File: src/rtl/timekeeper_ctrl.sv
// timekeeper_ctrl: HH:MM:SS time-of-day keeper with field editing, an armable
// alarm with auto-repeat editing, and optional 12-hour display. Drives eight
// digit codes {en, value[3:0], dp} for dspl_drv_8dig (d8 is leftmost).
module timekeeper_ctrl #(
    parameter int HOUR_12     = 0,
    parameter int REPEAT_HOLD = 2,
    parameter int ALARM_LEN_S = 60
) (
    input  logic       clock,
    input  logic       reset,
    input  logic       pulse_1hz,
    input  logic       pulse_500ms,
    input  logic       mode_button,
    input  logic       add_button,
    input  logic       sub_button,
    output logic [5:0] d1,
    output logic [5:0] d2,
    output logic [5:0] d3,
    output logic [5:0] d4,
    output logic [5:0] d5,
    output logic [5:0] d6,
    output logic [5:0] d7,
    output logic [5:0] d8,
    output logic       alarm_o,
    output logic [2:0] mode_o
);

    typedef enum logic [2:0] {
        RUN    = 3'd0,
        SET_H  = 3'd1,
        SET_M  = 3'd2,
        SET_S  = 3'd3,
        SET_AH = 3'd4,
        SET_AM = 3'd5
    } state_t;

    localparam logic [3:0] HOLD      = 4'(REPEAT_HOLD);
    localparam logic [7:0] ALARM_END = 8'(ALARM_LEN_S - 1);
    localparam logic [5:0] DIG_ZERO    = 6'b10_0000;
    localparam logic [5:0] DIG_ZERO_DP = 6'b10_0001;

    function automatic logic [5:0] wrap_inc(input logic [5:0] v, input logic [5:0] maxv);
        return (v == maxv) ? 6'd0 : v + 6'd1;
    endfunction

    function automatic logic [5:0] wrap_dec(input logic [5:0] v, input logic [5:0] maxv);
        return (v == 6'd0) ? maxv : v - 6'd1;
    endfunction

    // Binary 0..59 to {tens, units}; units computed modulo 16 since it is < 10.
    function automatic logic [7:0] to_bcd(input logic [5:0] v);
        logic [3:0] t;
        logic [3:0] t10;
        logic [3:0] u;
        if (v >= 6'd50)      t = 4'd5;
        else if (v >= 6'd40) t = 4'd4;
        else if (v >= 6'd30) t = 4'd3;
        else if (v >= 6'd20) t = 4'd2;
        else if (v >= 6'd10) t = 4'd1;
        else                 t = 4'd0;
        t10 = (t << 3) + (t << 1);
        u   = v[3:0] - t10;
        return {t, u};
    endfunction

    state_t     state, state_nx;
    logic       mode_q, add_q, sub_q;
    logic       mode_ev, add_ev, sub_ev;
    logic [5:0] hh, mm, ss, ah, am;
    logic       armed, blink, skip, alarm;
    logic [7:0] alarm_cnt;
    logic [3:0] add_cnt, sub_cnt;

    logic       add_only, sub_only, editing, counting, tick;
    logic       add_rep, sub_rep, add_step, sub_step, alarm_hit;
    logic [5:0] hh_t, mm_t, ss_t;

    assign mode_o  = state;
    assign alarm_o = alarm;

    // Registered rising-edge detection of the debounced button levels.
    always_ff @(posedge clock or posedge reset) begin
        if (reset) begin
            mode_q  <= 1'b0;
            add_q   <= 1'b0;
            sub_q   <= 1'b0;
            mode_ev <= 1'b0;
            add_ev  <= 1'b0;
            sub_ev  <= 1'b0;
        end else begin
            mode_q  <= mode_button;
            add_q   <= add_button;
            sub_q   <= sub_button;
            mode_ev <= mode_button & ~mode_q;
            add_ev  <= add_button & ~add_q;
            sub_ev  <= sub_button & ~sub_q;
        end
    end

    // Mode state register.
    always_ff @(posedge clock or posedge reset) begin
        if (reset) state <= RUN;
        else       state <= state_nx;
    end

    // Next mode and per-cycle control decisions.
    always_comb begin
        state_nx = state;
        if (mode_ev) begin
            case (state)
                RUN:     state_nx = SET_H;
                SET_H:   state_nx = SET_M;
                SET_M:   state_nx = SET_S;
                SET_S:   state_nx = SET_AH;
                SET_AH:  state_nx = SET_AM;
                default: state_nx = RUN;
            endcase
        end

        add_only = add_ev & ~sub_ev & ~mode_ev;
        sub_only = sub_ev & ~add_ev & ~mode_ev;
        editing  = (state != RUN);
        counting = (state == RUN) || (state == SET_AH) || (state == SET_AM);
        tick     = pulse_1hz & counting & ~skip;

        add_rep  = editing & ~mode_ev & pulse_500ms & add_button & ~sub_button & (add_cnt == HOLD);
        sub_rep  = editing & ~mode_ev & pulse_500ms & sub_button & ~add_button & (sub_cnt == HOLD);
        add_step = editing & (add_only | add_rep);
        sub_step = editing & (sub_only | sub_rep);

        ss_t = hh_t_dummy_free_ss();
        mm_t = mm;
        hh_t = hh;
        if (ss == 6'd59) begin
            if (mm == 6'd59) begin
                mm_t = 6'd0;
                hh_t = wrap_inc(hh, 6'd23);
            end else begin
                mm_t = mm + 6'd1;
            end
        end

        alarm_hit = tick & armed & (hh_t == ah) & (mm_t == am) & (ss_t == 6'd0);
    end

    function automatic logic [5:0] hh_t_dummy_free_ss();
        return wrap_inc(ss, 6'd59);
    endfunction

    // Auto-repeat hold counters: count 500 ms ticks while one button is held alone.
    always_ff @(posedge clock or posedge reset) begin
        if (reset) begin
            add_cnt <= '0;
            sub_cnt <= '0;
        end else if (mode_ev) begin
            add_cnt <= '0;
            sub_cnt <= '0;
        end else begin
            if (!add_button || sub_button)           add_cnt <= '0;
            else if (pulse_500ms && add_cnt != HOLD) add_cnt <= add_cnt + 4'd1;
            if (!sub_button || add_button)           sub_cnt <= '0;
            else if (pulse_500ms && sub_cnt != HOLD) sub_cnt <= sub_cnt + 4'd1;
        end
    end

    // Time counting, field editing, arming and 1 Hz phase restart.
    always_ff @(posedge clock or posedge reset) begin
        if (reset) begin
            hh    <= '0;
            mm    <= '0;
            ss    <= '0;
            ah    <= '0;
            am    <= '0;
            armed <= 1'b0;
            skip  <= 1'b0;
        end else begin
            if (tick) begin
                hh <= hh_t;
                mm <= mm_t;
                ss <= ss_t;
            end
            if (pulse_1hz) skip <= 1'b0;
            case (state)
                RUN: if (sub_only) armed <= ~armed;
                SET_H: begin
                    if (add_step)      hh <= wrap_inc(hh, 6'd23);
                    else if (sub_step) hh <= wrap_dec(hh, 6'd23);
                end
                SET_M: begin
                    if (add_step)      mm <= wrap_inc(mm, 6'd59);
                    else if (sub_step) mm <= wrap_dec(mm, 6'd59);
                end
                SET_S: begin
                    if (add_step)      ss <= wrap_inc(ss, 6'd59);
                    else if (sub_step) ss <= wrap_dec(ss, 6'd59);
                    if (add_step || sub_step) skip <= 1'b1;
                end
                SET_AH: begin
                    if (add_step)      ah <= wrap_inc(ah, 6'd23);
                    else if (sub_step) ah <= wrap_dec(ah, 6'd23);
                end
                SET_AM: begin
                    if (add_step)      am <= wrap_inc(am, 6'd59);
                    else if (sub_step) am <= wrap_dec(am, 6'd59);
                end
                default: ;
            endcase
        end
    end

    // Alarm output: set on the matching tick, cleared by timeout, silence, disarm or mode.
    always_ff @(posedge clock or posedge reset) begin
        if (reset) begin
            alarm     <= 1'b0;
            alarm_cnt <= '0;
        end else if (mode_ev || (state == RUN && (add_only || (sub_only && armed)))) begin
            alarm     <= 1'b0;
            alarm_cnt <= '0;
        end else if (alarm_hit) begin
            alarm     <= 1'b1;
            alarm_cnt <= '0;
        end else if (alarm && pulse_1hz) begin
            if (alarm_cnt == ALARM_END) alarm <= 1'b0;
            else                        alarm_cnt <= alarm_cnt + 8'd1;
        end
    end

    // Blink phase: toggles every 500 ms, restarts on mode change.
    always_ff @(posedge clock or posedge reset) begin
        if (reset)            blink <= 1'b0;
        else if (mode_ev)     blink <= 1'b0;
        else if (pulse_500ms) blink <= ~blink;
    end

    logic       show_alarm, sep_dp, blank_h, blank_m, blank_s, h_tens_en;
    logic [5:0] hsrc, msrc, hdisp;
    logic [7:0] hb, mb, sb;
    logic [5:0] d1_nx, d2_nx, d3_nx, d4_nx, d5_nx, d6_nx, d7_nx, d8_nx;

    // Digit code composition from the current state.
    always_comb begin
        show_alarm = (state == SET_AH) || (state == SET_AM);
        hsrc       = show_alarm ? ah : hh;
        msrc       = show_alarm ? am : mm;
        hdisp      = hsrc;
        if (HOUR_12 != 0) begin
            if (hsrc == 6'd0)      hdisp = 6'd12;
            else if (hsrc > 6'd12) hdisp = hsrc - 6'd12;
        end
        hb = to_bcd(hdisp);
        mb = to_bcd(msrc);
        sb = to_bcd(ss);

        sep_dp    = (state == RUN) ? ~blink : 1'b1;
        blank_h   = blink & ((state == SET_H) || (state == SET_AH));
        blank_m   = blink & ((state == SET_M) || (state == SET_AM));
        blank_s   = blink & (state == SET_S);
        h_tens_en = ~blank_h & ((HOUR_12 == 0) || (hb[7:4] != 4'd0));

        d8_nx = {h_tens_en, hb[7:4], 1'b0};
        d7_nx = {~blank_h,  hb[3:0], sep_dp};
        d6_nx = {~blank_m,  mb[7:4], 1'b0};
        d5_nx = {~blank_m,  mb[3:0], sep_dp};
        d4_nx = show_alarm ? '0 : {~blank_s, sb[7:4], 1'b0};
        d3_nx = show_alarm ? '0 : {~blank_s, sb[3:0], 1'b0};
        d1_nx = (show_alarm || (state == RUN && armed)) ? {1'b1, 4'hA, 1'b0} : '0;
        d2_nx = (state == RUN && HOUR_12 != 0 && hh >= 6'd12) ? {1'b1, 4'h0, 1'b1} : '0;
    end

    // Registered digit outputs.
    always_ff @(posedge clock or posedge reset) begin
        if (reset) begin
            d8 <= DIG_ZERO;
            d7 <= DIG_ZERO_DP;
            d6 <= DIG_ZERO;
            d5 <= DIG_ZERO_DP;
            d4 <= DIG_ZERO;
            d3 <= DIG_ZERO;
            d2 <= '0;
            d1 <= '0;
        end else begin
            d8 <= d8_nx;
            d7 <= d7_nx;
            d6 <= d6_nx;
            d5 <= d5_nx;
            d4 <= d4_nx;
            d3 <= d3_nx;
            d2 <= d2_nx;
            d1 <= d1_nx;
        end
    end

endmodule

File: config.mk
export PLATFORM = sky130hd
export DESIGN_NAME = timekeeper_ctrl
export DESIGN_NICKNAME = d
export VERILOG_FILES = /design/src/rtl/timekeeper_ctrl.sv
export SDC_FILE = /design/constraint.sdc
export NUM_CORES = 1
export LEC_CHECK = 0
export BUFFER_PORTS_ARGS = -buffer_cell sky130_fd_sc_hd__buf_2
export CAP_MARGIN = 20
export CORE_AREA = 3 3 136 125
export CTS_CLUSTER_SIZE = 20
export DETAILED_ROUTE_END_ITERATION = 8
export DIE_AREA = 0 0 139 128
export PLACE_DENSITY = 0.59
export SETUP_SLACK_MARGIN = 0.2
export SLEW_MARGIN = 15
export SYNTH_ARGS = -nofsm -noshare
export SYNTH_HDL_FRONTEND = slang
export SYNTH_SLANG_ARGS = --single-unit
File: constraint.sdc
create_clock -name clock -period 3.9 [get_ports clock]
set_clock_uncertainty 0.1 [all_clocks]
set_input_delay 0.585 -clock clock [delete_from_list [all_inputs] [get_ports clock]]
set_output_delay 0.585 -clock clock [all_outputs]
set_load 0.05 [all_outputs]
==> summary.md <==
| Metric | Value |
|---|---|
| Total routed wirelength | `16290 microns` |
| R2r setup slk | `560 ps` |
| CTS sink count | `85` |
| Final hold viol count | `0` |
| Bufs on Longest Clock Path | `2` |
| LEAKAGE | `2.764 nW` |
| Die Span Y | `128 microns` |
| Setup CP Type | `reg2reg` |
| Crit end category | `flop` |
| Primary FF master, synth | `dfrtp_1` |
| 1st-iter DRT viols | `537` |
| Reg clk slew, reported paths | `70 ps` |
| Reg2Reg Depth | `8` |
| Residual DRC | `0` |
| # IOs | `59` |
| PD cells | `869.1 mW/mm^2` |
| Area grow syn2layout | `8.350%` |
| Critical path's top delay family | `simple AND/OR/NAND/NOR gates` |
| First-pass GRT wire length | `27230 microns` |
| Mapped Area | `0.006233 sq mm` |
| Mean Syn Cell Area | `8.322 sq um` |
| Status | `finished clean` |
| Gr usage total | `18.65%` |
| Final net count | `783` |
| Fin util | `43.59%` |
| RSZ-0062 raised after global routing | `false` |
| WP buf/inv | `0` |
| # diodes | `0` |
| Worst EP arrival | `3460 ps` |
| Number of global-route vias before repair | `5259` |
| Area contributors post-synth | `dfrtp_1 (33%), ha_1 (5.2%), xnor2_1 (5.2%)` |
| Worst Hold Class | `in2async` |
| H-tree Lvls | `3` |
| Layout cells sized above 1 | `11.92%` |
| Worst reg2reg endpoint | `alarm_cnt[3]` |
| # rows | `43` |
| Fmax | `299.3 MHz` |
| Yosys Warn Count | `0` |
| Max stage delay on crit path | `520 ps` |
| Startpoint types | `flop` |
| Vias per Instance | `5.759` |
| Register bit count reported by yosys | `85` |
| CP Max Fanout | `13` |
| Final cell count without fillers | `957` |
| FFs w/ async S/R, synth | `100.0%` |
| Final min period | `3341 ps` |
| Setup TNS | `0 ps` |
| WL/cell | `17.02 microns` |
| Post-CTS Hold Buffers | `0` |
| Setup bufs post-CTS | `0` |
| Crit path required time | `4010 ps` |
| Drt pass-1 iters | `6` |
| Pins Over Slew Limit | `0` |
| PortBufs | `42` |
| Placed Cells | `941` |
| CP max-delay cell | `nor4_4` |
| Initial core utilization | `40.23%` |
| Final Cell Area | `0.006754 sq mm` |
| Library cells used by synthesis | `62` |
| Post-synth top area share | `32.52%` |
| Clock latency on the worst-skew pair | `350 ps` |
| Cts repair resizes | `0` |
| Die ar. | `0.01779 sq mm` |
| CORE AREA | `0.01549 sq mm` |
| Area leader, netlist | `dfrtp_1` |
| Post-synth EDFFs | `0` |
| Commonest non-fill, non-tap cells in the layout | `dfrtp_1 (81), nand2_1 (66), nor2_1 (64)` |
| TritonCTS Buffers | `9` |
| Post-route ant nets | `0` |
| Root buffer cell | `clkbuf_16` |
| DR vias | `5511` |
| Initial antenna violation count | `0` |
| Worst path cell trace | `ha_1 -> and3_1 -> nand3_2 -> a311o_1 -> o32a_1 -> a221o_1 -> nor4_4 -> nor3_1` |
| Period utilisation layout | `85.66%` |
| Most common cell after layout, fill and taps aside | `dfrtp_1` |
| Seq/Total Area, Yosys | `34.20%` |
| Worst VDD drop | `0.0004215 V` |
| Cells after Synth | `749` |
| Die W | `139 microns` |
| Worst R2R Start | `ss[1]` |
| CTS tree | `yes` |
| Worst slew pin tran | `801.3 ps` |
| DP HPWL | `11480 microns` |
| Max-cap violations | `0` |
| Pin count of the biggest net entering global routing | `86` |
| Grt total ovfl | `0` |
| Area post-placement | `0.006429 sq mm` |
| Slew HR | `46.58%` |
| Final GP Congestion | `0.9633` |
| Final setup viols | `0` |
==> flip-flops by register name (all words and copies together), names as in the netlist, 5 cells and up <==
signal / count
alarm_cnt: 8
hh: 6
ss: 6
ah: 6
am: 6
mm: 6
d7: 5
==> worst max path at each step <==
stage | from | endpoint | slack, ps | cells past startpoint
after floorplan | reset | add_cnt[0] | 1030 | 1
after global placement | ss[1] | alarm_cnt[1] | 710 | 8
after detailed placement | ss[1] | alarm_cnt[1] | 620 | 8
after CTS | ss[1] | alarm_cnt[1] | 600 | 8
after global routing | ss[1] | alarm_cnt[1] | 340 | 8
final | ss[1] | alarm_cnt[3] | 560 | 8
==> cell type report <==
type                    count  area, sq um
inverters                  25        95.09
clock inverters             6        96.34
multi-input cells         582         3689
flip-flops and latches     85         2132
fillers                  1557         8741
repair buffers             47        260.3
well taps                 202        252.7
clock buffers              10        229.0
==> power breakdown <==
group / switching (mW) / internal (mW) / leakage [nW]
Sequential: 0.501 / 1.18 / 1.05
Combinational: 2.06 / 1.18 / 1.56
Clock: 0.384 / 0.570 / 0.155
Total: 2.94 / 2.93 / 2.76
==> per-stage QoR <==
step / total power [mW] / hold slack (ps) / setup slack [ps]
global placement: 4.836 / 284.6 / 714.6
global route: 6.344 / 246.3 / 342.6
CTS: 5.881 / 233.7 / 600.4
floorplan: 4.247 / 277.7 / 1028
detailed placement: 4.896 / 282.7 / 618.8
finish: 5.870 / 209.0 / 559.2
==> synthesized netlist by cell type (17+ instances only) <==
| cell | number |
|---|---|
| a21oi_1 | 49 |
| a31oi_1 | 22 |
| buf_4 | 26 |
| clkbuf_1 | 33 |
| dfrtp_1 | 81 |
| ha_1 | 26 |
| inv_1 | 25 |
| nand2_1 | 66 |
| nand3_1 | 29 |
| nor2_1 | 64 |
| nor3_1 | 23 |
| o21ai_0 | 45 |
| o22ai_1 | 17 |
| xnor2_1 | 37 |
==> worst register-to-register path: stages, from the launching register on <==
cell and delay (ps):
dfrtp_1 500, ha_1 380, and3_1 270, nand3_2 250
a311o_1 410, o32a_1 330, a221o_1 340, nor4_4 520
nor3_1 100
==> logic make-up (layout without fill, tap and decap cells) <==
kind of cell	after synthesis	after routing	synth area share, %
other	1	16	0.06016
muxes	22	22	3.673
adders and majority gates	26	26	5.219
buffers and inverters	97	88	7.567
AOI/OAI and AO/OA	200	200	20.33
xor gates and xnor gates	53	53	7.447
and+or+nand+nor	265	265	21.50
DFF	85	85	34.20
==> routing by layer <==
metal / wire length (microns) / vias to the layer above / global-route usage (%)
li1: - / 2643 / -
met1: 7364 / 2654 / 24.55
met2: 7516 / 185 / 30.45
met3: 1083 / 29 / 4.439
met4: 324 / 0 / 6.157
met5: 0 / - / 0
Note: power is estimated with default switching activity, not from simulation.
